**src/rtl/chunked_adder_pkg.sv**
```systemverilog
// Shared types and helpers for the chunked multi-cycle adder.
package chunked_adder_pkg;

  typedef enum logic [1:0] {
    IDLE = 2'd0,
    RUN  = 2'd1,
    DONE = 2'd2
  } seq_state_t;

  // Number of adder passes needed to cover one full-width operand.
  function automatic int nchunks(input int xlen, input int chunk);
    return xlen / chunk;
  endfunction

endpackage

```
**src/rtl/chunked_adder_seq_ripple_carry_adder.sv**
```systemverilog
// Ripple-carry adder slice built from a chain of single-bit full adders.
module full_adder (
  input  logic a,
  input  logic b,
  input  logic cin,
  output logic s,
  output logic cout
);

  assign s    = a ^ b ^ cin;
  assign cout = (a & b) | (a & cin) | (b & cin);

endmodule

module ripple_carry_adder #(
  parameter int xlen = 16
) (
  input  logic [xlen-1:0] a,
  input  logic [xlen-1:0] b,
  input  logic            cin,
  output logic [xlen-1:0] sum,
  output logic            cout
);

  logic [xlen:0] carry;

  assign carry[0] = cin;
  assign cout     = carry[xlen];

  for (genvar i = 0; i < xlen; i++) begin : g_bit
    full_adder u_fa (
      .a    (a[i]),
      .b    (b[i]),
      .cin  (carry[i]),
      .s    (sum[i]),
      .cout (carry[i+1])
    );
  end

endmodule

```
**src/rtl/chunked_adder_seq.sv**
```systemverilog
// Multi-cycle add/subtract that walks one narrow adder across the operands,
// least significant chunk first, with valid/ready on both sides.
module chunked_adder_seq
  import chunked_adder_pkg::*;
#(
  parameter int xlen  = 64,
  parameter int chunk = 16
) (
  input  logic            clk,
  input  logic            rst,
  input  logic            start_valid,
  output logic            start_ready,
  input  logic [xlen-1:0] a,
  input  logic [xlen-1:0] b,
  input  logic            sub,
  output logic            result_valid,
  input  logic            result_ready,
  output logic [xlen-1:0] sum,
  output logic            carry_out,
  output logic            overflow,
  output logic            busy
);

  localparam int NC = nchunks(xlen, chunk);
  localparam int CW = (NC > 1) ? $clog2(NC) : 1;

  if ((xlen % chunk) != 0) begin : g_bad_cfg
    $error("chunked_adder_seq: xlen must be a multiple of chunk");
  end

  seq_state_t state;
  logic [xlen-1:0] opa;
  logic [xlen-1:0] opb;
  logic            carry_q;
  logic [CW-1:0]   cnt;
  logic            sa;
  logic            sb;

  logic [chunk-1:0] add_sum;
  logic             add_cout;
  logic [xlen-1:0]  acc_next;
  logic             last_chunk;
  logic             accept;

  ripple_carry_adder #(
    .xlen (chunk)
  ) u_rca (
    .a    (opa[chunk-1:0]),
    .b    (opb[chunk-1:0]),
    .cin  (carry_q),
    .sum  (add_sum),
    .cout (add_cout)
  );

  assign start_ready  = (state == IDLE);
  assign result_valid = (state == DONE);
  assign busy         = (state != IDLE);
  assign accept       = start_valid && start_ready;
  assign last_chunk   = (cnt == CW'(NC - 1));

  // Partial sums enter from the top; only the upper chunks need storage
  // because the final pass delivers the complete word straight into sum.
  if (NC > 1) begin : g_multi
    logic [xlen-chunk-1:0] acc;

    assign acc_next = {add_sum, acc};

    always_ff @(posedge clk) begin
      if (rst) begin
        acc <= '0;
      end else if (state == RUN) begin
        acc <= acc_next[xlen-1:chunk];
      end
    end
  end else begin : g_single
    assign acc_next = add_sum;
  end

  always_ff @(posedge clk) begin
    if (rst) begin
      state     <= IDLE;
      opa       <= '0;
      opb       <= '0;
      carry_q   <= 1'b0;
      cnt       <= '0;
      sa        <= 1'b0;
      sb        <= 1'b0;
      sum       <= '0;
      carry_out <= 1'b0;
      overflow  <= 1'b0;
    end else begin
      case (state)
        IDLE: begin
          if (accept) begin
            opa     <= a;
            opb     <= sub ? ~b : b;
            carry_q <= sub;
            cnt     <= '0;
            sa      <= a[xlen-1];
            sb      <= sub ? ~b[xlen-1] : b[xlen-1];
            state   <= RUN;
          end
        end
        RUN: begin
          opa     <= opa >> chunk;
          opb     <= opb >> chunk;
          carry_q <= add_cout;
          cnt     <= cnt + 1'b1;
          // Results are published only on completion so sum holds its
          // previous value while the next operation is in flight.
          if (last_chunk) begin
            sum       <= acc_next;
            carry_out <= add_cout;
            overflow  <= (sa == sb) && (acc_next[xlen-1] != sa);
            state     <= DONE;
          end
        end
        DONE: begin
          if (result_ready) begin
            state <= IDLE;
          end
        end
        default: state <= IDLE;
      endcase
    end
  end

endmodule

```
**config.mk**
```make
export PLATFORM = sky130hd
export DESIGN_NAME = chunked_adder_seq
export DESIGN_NICKNAME = d
export VERILOG_FILES = /design/src/rtl/chunked_adder_pkg.sv /design/src/rtl/chunked_adder_seq_ripple_carry_adder.sv /design/src/rtl/chunked_adder_seq.sv
export SDC_FILE = /design/constraint.sdc
export NUM_CORES = 1
export LEC_CHECK = 0
export BUFFER_PORTS_ARGS = -buffer_cell sky130_fd_sc_hd__buf_2
export CAP_MARGIN = 25
export CORE_ASPECT_RATIO = 1.4
export CORE_MARGIN = 4
export CORE_UTILIZATION = 55
export DETAILED_ROUTE_END_ITERATION = 16
export PLACE_DENSITY = 0.86
export SKIP_CTS_REPAIR_TIMING = 1
export SYNTH_ARGS = -nofsm -noshare
export SYNTH_HDL_FRONTEND = slang
export SYNTH_SLANG_ARGS = --single-unit
export TNS_END_PERCENT = 10
```
**constraint.sdc**
```tcl
create_clock -name clk -period 10.2 [get_ports clk]
set_clock_uncertainty 0.05 [all_clocks]
set_input_delay 2.04 -clock clk [delete_from_list [all_inputs] [get_ports clk]]
set_output_delay 2.04 -clock clk [all_outputs]
set_load 0.02 [all_outputs]
```
## Yosys cells after proc, flatten, opt, wreduce, memory -nomap -nowiden

Cells that the tools add are included.

| word-level totals | value |
|---|---|
| output and inout bits | 69 |
| ROM bits | 0 |
| bits in writable memories | 0 |
| logic and storage cells | 157 |
| bits in registers | 249 |
| latch bits | 0 |
| memories kept | 0 |

| cells by class | value |
|---|---|
| add/subtract/negate cells | 1 |
| bitwise logic cells | 114 |
| equality and inequality tests | 8 |
| shift operators | 0 |
| magnitude comparators | 0 |
| $mul | 0 |
| multiplexer cells | 14 |
| div/mod/pow operators | 0 |
| reduce and logical (&&, ||, !) cells | 9 |

Operator list:

| cell | number |
|---|---|
| case mux 64 bit (2 select lines) | 2 |
| 2-to-1 mux 64 bit | 3 |
| NOT 64 bit | 1 |
| bitwise AND 1 bit | 48 |
| OR 1 bit | 32 |
| XOR 1 bit | 32 |
| 2-to-1 mux 2 bit | 4 |
| case mux 2 bit (3 select lines) | 1 |
| AND reduction 2 bit | 3 |
| == test 2 bit (second input constant) | 2 |
| != test 2 x 1 -> 1 bit (second input constant) | 2 |
| case mux 2 bit (2 select lines) | 1 |
| nonzero test 2 bit | 2 |
| AND reduction 3 bit | 1 |
| adder 2 x 1 -> 2 bit (second input constant) | 1 |
| == test 2 x 1 -> 1 bit (second input constant) | 1 |
| logical AND 1 bit | 2 |
| zero test 2 bit | 1 |
| 2-to-1 mux 1 bit | 2 |
| != test 2 bit (second input constant) | 1 |
| case mux 1 bit (2 select lines) | 1 |
| == test 1 bit | 1 |
| != test 1 bit | 1 |
| NOT 1 bit | 1 |

## Logic depth before layout (Yosys ltp)

Gate-level depths: netlist of run 1.

| depth | value |
|---|---|
| depth after elaboration | 49 |
| depth in mapped cells | 22 |

## By module

A second synthesis of run 1 with hierarchy kept.

| second synthesis, totals | value |
|---|---|
| cells, all modules | 1118 |
| area, all modules | 10034.6 sq um |

Modules (own cells, without submodules):

| module | instances | area an instance (sq um) | cells each | sequential area each (sq um) |
|---|---|---|---|---|
| chunked_adder_seq | 1 | 9714.3 | 1102 | 4984.8 |
| full_adder | 16 | 20.0 | 1 | 0.0 |

## Worst setup path before layout of run 1

Ideal clock, no wire load.

| timing | value |
|---|---|
| path type | register -> register |
| start point | register carry_q |
| end point | register overflow |
| arrival | 7.470 ns |
| stages on the path, launching flop included | 22 |
| setup time | 0.091 ns |
| buffers on the path | 0 |
| period minus slack after synthesis | 7.611 ns |
| path slack | 2.589 ns |
| path through | dfxtp_1 > inv_1 > fa_1 > inv_1 > fa_1 > fa_1 > fa_1 > fa_1 > fa_1 > fa_1 > fa_1 > fa_1 > fa_1 > fa_1 > fa_1 > fa_1 > fa_1 > fa_1 > inv_1 > fa_1 > or3_1 > a311oi_1 |

| between the ends | value |
|---|---|
| longest elaborated chain between the ends | 48 |
| elaborated cells between the ends (all ways) | 63 |
| classes of those cells | eq/ne: 1; bitwise: 61; reduce/logical: 1 |

RTL lines:

| item | RTL line | RTL |
|---|---|---|
| start: declaration | chunked_adder_seq.sv:34 | `logic carry_q;` |
| start signal: assignment | chunked_adder_seq.sv:97 | `carry_q <= sub;` |
| start signal: assignment | chunked_adder_seq.sv:107 | `carry_q <= add_cout;` |
| bitwise AND 1 bit | chunked_adder_seq_ripple_carry_adder.sv:11 | `assign cout = (a & b) \| (a & cin) \| (b & cin);` |
| OR 1 bit | chunked_adder_seq_ripple_carry_adder.sv:11 |  |
| OR 1 bit * | chunked_adder_seq_ripple_carry_adder.sv:11 |  |
| bitwise AND 1 bit | chunked_adder_seq_ripple_carry_adder.sv:11 |  |
| OR 1 bit | chunked_adder_seq_ripple_carry_adder.sv:11 |  |
| OR 1 bit * | chunked_adder_seq_ripple_carry_adder.sv:11 |  |
| bitwise AND 1 bit | chunked_adder_seq_ripple_carry_adder.sv:11 |  |
| OR 1 bit | chunked_adder_seq_ripple_carry_adder.sv:11 |  |
| [32 not listed] | -- |  |
| OR 1 bit | chunked_adder_seq_ripple_carry_adder.sv:11 |  |
| OR 1 bit * | chunked_adder_seq_ripple_carry_adder.sv:11 |  |
| bitwise AND 1 bit | chunked_adder_seq_ripple_carry_adder.sv:11 |  |
| OR 1 bit | chunked_adder_seq_ripple_carry_adder.sv:11 |  |
| OR 1 bit * | chunked_adder_seq_ripple_carry_adder.sv:11 |  |
| XOR 1 bit * | chunked_adder_seq_ripple_carry_adder.sv:10 | `assign s = a ^ b ^ cin;` |
| != test 1 bit * | chunked_adder_seq.sv:114 | `overflow <= (sa == sb) && (acc_next[xlen-1] != sa);` |
| logical AND 1 bit * | chunked_adder_seq.sv:114 |  |
| end signal: assignment | chunked_adder_seq.sv:114 |  |
| end: declaration | chunked_adder_seq.sv:20 | `output logic overflow,` |

Every way passes the cells marked *; elsewhere a longest branch is shown, timed or not.
A chain may end at the register's enable or synchronous reset.

## Worst setup path in the final report of run 1

Same ends and word-level chain as after synthesis.

==> summary.txt, run 1 <==
Clock network
  – Worst-path clk slew: 0.07 ns
  – Clk buf depth: 3
  – H-tree levels: 1
  – Worst-skew pair later-pin latency: 0.50 ns
  – Clk sinks: 249
  – CTS Root Cell: clkbuf_16
  – TritonCTS clock tree: yes
  – CTS Buf Count: 23

Place
  – I/O Buffers: 201
  – HPWL after detailed placement: 17,100 µm
  – Pre-CTS WS: 2.169 ns
  – Gpl congestion: 0.8331

Synth
  – Synth Register Bits: 249
  – Post-Synthesis Cells: 1,121
  – Mapped Nets: 1,271
  – Netlist Area Pre-Place: 0.01005 mm²
  – Most common cell in the synthesized netlist: dfxtp_1
  – Ys async rst share: 0%
  – Largest area contributor in the netlist: dfxtp_1
  – Ys flop type: dfxtp_1
  – Top post-synthesis cells by area: dfxtp_1 (50%), nand2_1 (8.8%), a21oi_1 (6.3%)
  – Post-synthesis sequential area ratio: 49.59%
  – Syn. warnings: 0
  – Synth top area share: 49.59%
  – Top post-synthesis cells by count: dfxtp_1 (249), nand2_1 (235), a21oi_1 (126)
  – Syn_area_per_cell: 8.967 µm²
  – Synth unique cells: 36
  – Number of synthesized flops with an enable pin: 0

STA
  – Slew Viols, Final: 0
  – Unrepaired setup endpoints after global routing: false
  – Fmax: 123.7 MHz
  – Final Setup Violations: 0
  – Setup TNS: 0 ns
  – Final setup margin: 2.114 ns
  – Final Hold Fails: 0
  – Slew @ Worst Pin: 0.9661 ns
  – Minimum clock period: 8.086 ns
  – Post-route clock period utilization: 79.28%
  – Slew HR: 35.59%

Min path
  – Worst Hold Class: reg -> reg

Floorplanning
  – Initial core utilization: 55.85%
  – Die Y: 168.0 µm
  – DIE AREA: 0.02053 mm²
  – IO Pins: 202
  – CORE AREA: 0.01800 mm²
  – Die X: 122.3 µm
  – Row cnt: 58

Global routing
  – First-pass GRT wire length: 39,940 µm
  – Tot GR Track Use: 23.98%
  – Grt ovf: 0
  – Initial antenna violation count: 0
  – Largest net degree at the start of global routing: 116
  – Vias in the first global route: 7,935

Status
  – Outcome: finished clean

Finish
  – Area Overhead vs Synth: 17.20%
  – Nets@finish: 1,411
  – Ant diodes: 0
  – Multi-input combinational cell area: 0.004621 mm²
  – Storage element area: 0.004989 mm²
  – Fillcell total: 1,515
  – Share of post-route cells with drive strength above 1: 20.52%

Critical path
  – CP required: 10.56 ns
  – Critical path class: reg -> reg
  – Critical-path maximum fanout: 4
  – Critical Path AT: 8.44 ns
  – Worst setup SP type: flip-flop
  – R2R Setup Slk: 2.11 ns
  – CP Capture Type: flip-flop

Drt
  – DRC: 0
  – WL final: 25,400 µm
  – Per-cell routed wire length: 16.74 µm
  – DRT Pass-1 Iters: 5
  – DR iter-0 viols: 656
  – Total number of vias: 8,374
  – Post-DRT Antenna Nets: 0
  – Vias per Instance: 5.520

Run
  – Max Cap Viol: 0

Power and ir drop
  – Leakage: 4.668 nW
  – Max IR drop VDD: 146.3 µV
  – Pwr/cell area: 178.2 mW/mm²
==> flip-flops by register name (all words and copies together), names as in the netlist <==
name and cells:
carry_out 1, carry_q 1, cnt 2, g_multi.acc 48
opa 64, opb 64, overflow 1, sa 1
sb 1, state 2, sum 64
==> per-layer routing <==
metal	vias to the layer above	global-route usage, %	routed length [µm]
met5	-	0	0
met3	64	3.226	1413
met1	3919	29.35	9680
met4	0	11.31	1260
li1	4113	-	-
met2	278	41.36	13050
==> path summary, 6_finish.rpt <==
path / from / end / cells after the start
min: sum[43] / sum[43] / 2
max: carry_q / overflow / 21
max reg2reg: carry_q / overflow / 21
min reg2reg: sum[43] / sum[43] / 2
==> cell usage in the layout (no fill, tap or decap), types with 2 or more instances in the layout <==
| cell | count |
|---|---|
| clkinvlp_4 | 4 |
| clkbuf_8 | 2 |
| clkbuf_1 | 3 |
| buf_4 | 11 |
| fa_1 | 16 |
| buf_16 | 2 |
| inv_1 | 8 |
| clkinv_2 | 7 |
| buf_2 | 199 |
| dfxtp_1 | 248 |
| nor2_2 | 2 |
| o22ai_1 | 16 |
| nand3_1 | 14 |
| a211oi_1 | 53 |
| nand2_1 | 235 |
| nor2_1 | 107 |
| a221o_1 | 32 |
| clkbuf_16 | 23 |
| xor2_1 | 12 |
| a2111oi_0 | 4 |
| a22oi_1 | 31 |
| xnor2_1 | 52 |
| mux2i_1 | 49 |
| a21oi_1 | 126 |
==> power by group <==
group | switching (W) | internal [W]
logic | 0.000130 | 0.000104
registers | 0.0000454 | 0.00102
clock network | 0.000362 | 0.000433
==> worst max-delay path, stage by stage, from the launching register on <==
cell and delay, ns:
dfxtp_1 0.31, inv_1 0.08, fa_1 0.17, inv_1 0.05, fa_1 0.41, fa_1 0.42
fa_1 0.42, fa_1 0.40, fa_1 0.39, fa_1 0.43, fa_1 0.47, fa_1 0.47
fa_1 0.48, fa_1 0.46, fa_1 0.48, fa_1 0.46, fa_1 0.46, fa_1 0.44
inv_1 0.09, fa_1 0.44, or3_1 0.33, a311oi_1 0.28
==> stage by stage <==
step / power [W] / std cells / cell area [µm²] / utilization (%) / hold WS (ns)
finish: 0.002099 / 1517 / 11780 / 65.46 / 0.4000
global route: 0.002182 / 1517 / 11780 / 65.46 / 0.4180
CTS: 0.002107 / 1515 / 11730 / 65.16 / 0.4018
detailed placement: 0.001317 / 1474 / 11030 / 61.28 / 0.3932
global placement: 0.001308 / 1474 / 11030 / 61.28 / 0.3891
floorplan: 0.001241 / 1121 / 10050 / - / 0.3819
==> final cells by class <==
| type | count | share of cell area, % |
|---|---|---|
| inverters | 8 | 0.2549 |
| well taps | 240 | 2.549 |
| repair buffers | 213 | 9.718 |
| clock buffers | 28 | 5.215 |
| flip-flops and latches | 249 | 42.34 |
| multi-input cells | 766 | 39.22 |
| clock inverters | 13 | 0.7009 |
==> cells by family after synthesis <==
| family | share of synthesized area [%] |
|---|---|
| and+or+nand+nor | 14.45 |
| DFF | 49.59 |
| xor gates and xnor gates | 5.576 |
| buffers and inverters | 4.668 |
| adders and majority gates | 3.311 |
| AOI/OAI and AO/OA | 17.53 |
| muxes | 4.879 |
No activity file was read; power rests on OpenSTA's default activity.
==> run 2, diff against run 1 <==
Settings changed: ABC_AREA set to 1, CORE_UTILIZATION 55 to 56.
Clock period 10.2 ns to 8 ns, I/O delays scaled along.
==> run 2 against run 1 <==
- highest routed layer unchanged
- clock-buffer cell count up 2
- global-route usage is 0.80 points higher
- largest cell class is now multi-input combinational cells
- fmax is 5.9% higher
- hold slack better by 0.012 ns
- sequential power grew 28%
- combinational power is 51% higher
- critical path depth is 2 higher
- final cell count grew 35%
- clock power up 35%
==> summary.txt, run 2 <==
Floorplanning
  – Row cnt: 60
  – Die X: 126.6 µm
  – DIE AREA: 0.02203 mm²
  – IO Pins: 202
  – CORE AREA: 0.01929 mm²
  – Die Y: 174.0 µm
  – Initial core utilization: 57.15%

Min path
  – Hold path depth: 2
  – Worst Hold Class: reg -> reg
  – HP Start: sum[58]
  – Worst min-delay path endpoint: sum[58]

STA
  – Slew Viols, Final: 0
  – Final Hold Fails: 0
  – Minimum clock period: 7.636 ns
  – Final setup margin: 0.3637 ns
  – Slew @ Worst Pin: 0.8730 ns
  – Setup TNS: 0 ns
  – Post-route clock period utilization: 95.45%
  – Slew HR: 41.80%
  – Fmax: 131.0 MHz
  – Final Setup Violations: 0
  – Unrepaired setup endpoints after global routing: false
  – WHS: 0.4124 ns

Clock network
  – CTS Root Cell: clkbuf_16
  – Worst-path clk slew: 0.07 ns
  – TritonCTS clock tree: yes
  – CTS Buf Count: 23
  – Clk sinks: 249
  – H-tree levels: 1
  – Clk buf depth: 3
  – Worst-skew pair later-pin latency: 0.50 ns

Synth
  – Netlist Area Pre-Place: 0.01103 mm²
  – Largest area contributor in the netlist: dfxtp_1
  – Synth unique cells: 21
  – Synth top area share: 45.21%
  – Top post-synthesis cells by count: nand2_1 (543), nor2_1 (308), dfxtp_1 (249)
  – Synth Area in Simple Gates: 31.40%
  – Ys flop type: dfxtp_1
  – Ys async rst share: 0%
  – Top post-synthesis cells by area: dfxtp_1 (45%), nand2_1 (18%), nor2_1 (10%)
  – Compound-Gate Fraction of Synth Area: 10.06%
  – Number of synthesized flops with an enable pin: 0
  – Synth Register Bits: 249
  – Largest family of logic cells by synthesized area: simple AND/OR/NAND/NOR gates
  – Synth Area in XOR/XNOR: 1.271%
  – Most common cell in the synthesized netlist: nand2_1
  – Synth Area in Adders: 3.018%
  – Post-synthesis sequential area ratio: 45.21%
  – Mux cell area share after synthesis: 0%
  – Post-Synthesis Cells: 1,651
  – Mapped Nets: 1,801
  – Syn. warnings: 0
  – Syn_area_per_cell: 6.679 µm²

Place
  – I/O Buffers: 201
  – HPWL after detailed placement: 18,800 µm
  – Pre-CTS WS: 0.2795 ns
  – Area post-placement: 0.01202 mm²
  – Gpl congestion: 0.8727

Power and ir drop
  – Leakage: 6.781 nW
  – Max IR drop VDD: 180.0 µV
  – Pwr/cell area: 218.3 mW/mm²

Drt
  – DRC: 0
  – Post-DRT Antenna Nets: 0
  – DRT Pass-1 Iters: 6
  – Total number of vias: 10,417
  – WL final: 28,230 µm
  – Vias per Instance: 5.089
  – DR iter-0 viols: 807
  – Per-cell routed wire length: 13.79 µm

Finish
  – Fillcell total: 1,705
  – Commonest non-fill, non-tap cells in the layout: nand2_1 (543), nor2_1 (307), dfxtp_1 (249)
  – Design area: 0.01276 mm²
  – Area Overhead vs Synth: 15.75%
  – Ant diodes: 0
  – Commonest non-fill, non-tap cell in the layout: nand2_1
  – Final core occ: 66.15%
  – Top flop regs: opa (64), opb (64), sum (64)
  – Share of post-route cells with drive strength above 1: 14.51%
  – Nets@finish: 1,934

Critical path
  – R2R Setup Slk: 0.36 ns
  – Worst flop-to-flop path endpoint: overflow
  – R2R cell count: 23
  – Critical-path maximum fanout: 3
  – Critical Path AT: 7.98 ns
  – CP Capture Type: flip-flop
  – CP required: 8.35 ns
  – Worst reg2reg startpoint: carry_q
  – Worst setup SP type: flip-flop
  – Critical path class: reg -> reg

Global routing
  – Vias in the first global route: 9,587
  – Grt ovf: 0
  – Largest net degree at the start of global routing: 111
  – First-pass GRT wire length: 45,880 µm
  – Initial antenna violation count: 0
  – Tot GR Track Use: 24.78%

Run
  – Max Cap Viol: 0

Status
  – Outcome: finished clean
-- run 2: worst max path at each step --
stage          depth (start not counted)  endpoint    start
2_1_floorplan                         23  overflow  carry_q
3_3_place_gp                          23  overflow  carry_q
3_5_place_dp                          23  overflow  carry_q
4_1_cts                               23  overflow  carry_q
5_1_grt                               23  overflow  carry_q
6_report                              23  overflow  carry_q
-- run 2: area by class of cell --
type                            count  area [µm²]  share of cell area [%]
Clock buffer                       30       651.9                   5.107
Clock inverter                     10       85.08                  0.6666
Inverter                          138       523.0                   4.098
Multi-Input combinational cell   1158        5072                   39.74
Sequential cell                   249        4985                   39.05
Tap cell                          248       310.3                   2.431
Timing Repair Buffer              214        1136                   8.901
-- run 2: critical path, cell delays in order, from the launching register on --
cell     delay, ns
dfxtp_1       0.31
inv_1         0.07
fa_1          0.17
inv_1         0.05
fa_1          0.39
fa_1          0.40
fa_1          0.40
fa_1          0.41
fa_1          0.39
fa_1          0.41
fa_1          0.47
fa_2          0.42
fa_1          0.45
fa_1          0.46
fa_1          0.46
fa_1          0.46
fa_1          0.46
fa_1          0.42
inv_1         0.10
fa_1          0.44
nand3_1       0.11
nand3_1       0.08
nand3_1       0.10
inv_1         0.04
-- run 2: where the power goes --
group	switching, W	leakage [nW]	internal, W
clock	0.000459	0.356	0.000607
combinational	0.000227	4.38	0.000127
sequential	0.0000521	2.04	0.00132
total	0.000738	6.78	0.00205
-- run 2: stage by stage --
step / power, W / instances
5_1_grt: 0.002917 / 2047
3_3_place_gp: 0.001731 / 2005
2_1_floorplan: 0.001628 / 1651
6_report: 0.002787 / 2047
3_5_place_dp: 0.001744 / 2007
4_1_cts: 0.002804 / 2047
-- run 2: logic make-up (layout without fill, tap and decap cells) --
logic type	count (synthesis)	after routing
AO/OA/AOI/OAI	221	221
flip-flops	249	249
buffers and inverters	244	392
adder cells (fa/ha/maj)	17	17
AND/OR/NAND/NOR	904	904
XOR/XNOR	16	16
-- run 2: routing by layer --
metal | wire length [µm] | vias up | global-route usage, %
li1 | - | 5298 | -
met1 | 11310 | 4695 | 31.26
met2 | 13960 | 360 | 42.49
met3 | 1687 | 64 | 2.736
met4 | 1268 | 0 | 11.05
met5 | 0 | - | 0
==> run 3, diff against run 2 <==
==> constraint.sdc (replaced) <==
create_clock -name clk -period 8 [get_ports clk]
set_clock_uncertainty 0.05 [all_clocks]
set_input_delay 1.2 -clock clk [delete_from_list [all_inputs] [get_ports clk]]
set_output_delay 1.2 -clock clk [all_outputs]
set_load 0.02 [all_outputs]
==> run 3 against run 2 <==
- power grew 1.5%
- utilization rose by 0.16 points
- die area unchanged
- worst setup slack lost 0.068 ns
- critical path depth did not move
- wire length shrank 0.63%
- hold slack better by 0.0019 ns
- sequential power about the same
- fmax fell by 0.88%
- critical path type unchanged
- critical endpoint unchanged
- largest cell class unchanged
==> summary.txt, run 3 (same netlist as run 2, synthesis figures left out) <==
Status
  – Outcome: finished clean

Critical path
  – Worst flop-to-flop path endpoint: overflow
  – Worst reg2reg startpoint: carry_q
  – Critical-path maximum fanout: 3
  – CP Capture Type: flip-flop
  – Critical Path AT: 8.06 ns
  – R2R Setup Slk: 0.30 ns
  – CP required: 8.35 ns
  – Worst setup SP type: flip-flop
  – Critical path class: reg -> reg
  – R2R cell count: 23

STA
  – Slew @ Worst Pin: 1.007 ns
  – Setup TNS: 0 ns
  – WHS: 0.4142 ns
  – Final Hold Fails: 0
  – Slew HR: 32.88%
  – Slew Viols, Final: 0
  – Fmax: 129.8 MHz
  – Unrepaired setup endpoints after global routing: false
  – Minimum clock period: 7.704 ns
  – Final Setup Violations: 0
  – Final setup margin: 0.2962 ns
  – Post-route clock period utilization: 96.30%

Finish
  – Ant diodes: 0
  – Top flop regs: opa (64), opb (64), sum (64)
  – Commonest non-fill, non-tap cell in the layout: nand2_1
  – Multi-input combinational cell area: 0.005070 mm²
  – Share of post-route cells with drive strength above 1: 14.38%
  – Commonest non-fill, non-tap cells in the layout: nand2_1 (543), nor2_1 (307), dfxtp_1 (249)
  – Nets@finish: 1,935
  – Area Overhead vs Synth: 16.02%
  – Storage element area: 0.004985 mm²
  – Fin cells: 2,049
  – Fillcell total: 1,697

Min path
  – HP Start: opb[63]
  – Worst Hold Class: reg -> reg
  – Worst min-delay path endpoint: opb[63]
  – Hold path depth: 2

Global routing
  – Grt ovf: 0
  – First-pass GRT wire length: 45,270 µm
  – Initial antenna violation count: 0
  – Vias in the first global route: 9,390
  – Tot GR Track Use: 24.51%
  – Largest net degree at the start of global routing: 125

Clock network
  – CTS Buf Count: 24
  – Worst-path clk slew: 0.07 ns
  – TritonCTS clock tree: yes
  – Clk buf depth: 3
  – H-tree levels: 1
  – Clk sinks: 249
  – CTS Root Cell: clkbuf_16
  – Worst-skew pair later-pin latency: 0.52 ns

Run
  – Max Cap Viol: 0

Floorplanning
  – Row cnt: 60
  – DIE AREA: 0.02203 mm²
  – Die X: 126.6 µm
  – Die Y: 174.0 µm
  – CORE AREA: 0.01929 mm²
  – IO Pins: 202
  – Initial core utilization: 57.15%

Power and ir drop
  – Sw power: 0.0007512 W
  – Sequential Power Share: 48.3%
  – Pwr/cell area: 221.1 mW/mm²
  – Logic pwr share: 12.4%
  – Max IR drop VDD: 143.6 µV
  – Leakage: 6.791 nW
  – Sw frac: 26.55%
  – Clk pwr share: 39.3%
  – Cell Int Power: 0.002078 W

Drt
  – WL final: 28,050 µm
  – DRT Pass-1 Iters: 5
  – Vias per Instance: 4.982
  – DRC: 0
  – Total number of vias: 10,208
  – DR iter-0 viols: 817
  – Post-DRT Antenna Nets: 0
  – Per-cell routed wire length: 13.69 µm

Place
  – I/O Buffers: 201
  – Pre-CTS WS: 0.2779 ns
  – Gpl congestion: 0.8865
  – HPWL after detailed placement: 18,680 µm
  – Placed Instances: 2,006
-- run 3: cell count changes in the layout (fill, tap and decap cells not counted), sizes merged --
cell / delta
inv: +1
clkbuf: +3
clkinv: -2
-- run 3: layout make-up --
type                       instances  share of cell area [%]
inverter                         138                   4.088
multi-input combinational       1158                   39.63
clock inverter                     9                  0.7139
tap                              248                   2.425
timing repair buffer             214                   8.822
sequential                       249                   38.96
clock buffer                      33                   5.359
-- run 3: how the worst max path moves through the flow --
stage                       start        to  slack, ns  cells past startpoint
final                     carry_q  overflow       0.30                     23
after global routing      carry_q  overflow       0.02                     23
after CTS                 carry_q  overflow       0.28                     23
after detailed placement  carry_q  overflow       0.28                     23
after global placement    carry_q  overflow       0.42                     23
after floorplan           carry_q  overflow       0.67                     23
-- run 3: through the flow --
| step | utilization, % | power, W | instance area [µm²] |
|---|---|---|---|
| 6_report | 66.31 | 0.002829 | 12790 |
| 5_1_grt | 66.31 | 0.002957 | 12790 |
| 4_1_cts | 66.21 | 0.002844 | 12770 |
| 3_5_place_dp | 62.18 | 0.001741 | 12000 |
| 3_3_place_gp | 62.08 | 0.001729 | 11980 |
| 2_1_floorplan | - | 0.001628 | 11030 |
-- run 3: power by group through the flow --
| stage | Combinational, W | Sequential [W] | Clock (W) |
|---|---|---|---|
| after floorplan | 0.000251 | 0.00138 | 0 |
| after global placement | 0.000339 | 0.00139 | 0 |
| after detailed placement | 0.000348 | 0.00139 | 0 |
| after CTS | 0.000350 | 0.00137 | 0.00113 |
| after global routing | 0.000405 | 0.00137 | 0.00118 |
| final | 0.000351 | 0.00137 | 0.00111 |
-- run 3: worst max-delay path: stages, from the launching register on --
cell     delay (ns)
dfxtp_1        0.31
inv_1          0.07
fa_1           0.17
inv_1          0.05
fa_1           0.39
fa_1           0.40
fa_1           0.40
fa_1           0.39
fa_1           0.40
fa_1           0.41
fa_1           0.48
fa_1           0.48
fa_1           0.46
fa_1           0.46
fa_1           0.46
fa_1           0.46
fa_1           0.46
fa_1           0.43
inv_1          0.09
fa_1           0.43
nand3_1        0.12
nand3_1        0.10
nand3_1        0.11
inv_1          0.05
-- run 3: metal layers --
metal | routed length (µm) | global-route usage [%] | vias up
met1 | 11390 | 30.50 | 4562
met4 | 1340 | 11.85 | 0
met5 | 0 | 0 | -
met3 | 1529 | 2.797 | 67
met2 | 13790 | 41.96 | 275
li1 | - | - | 5304
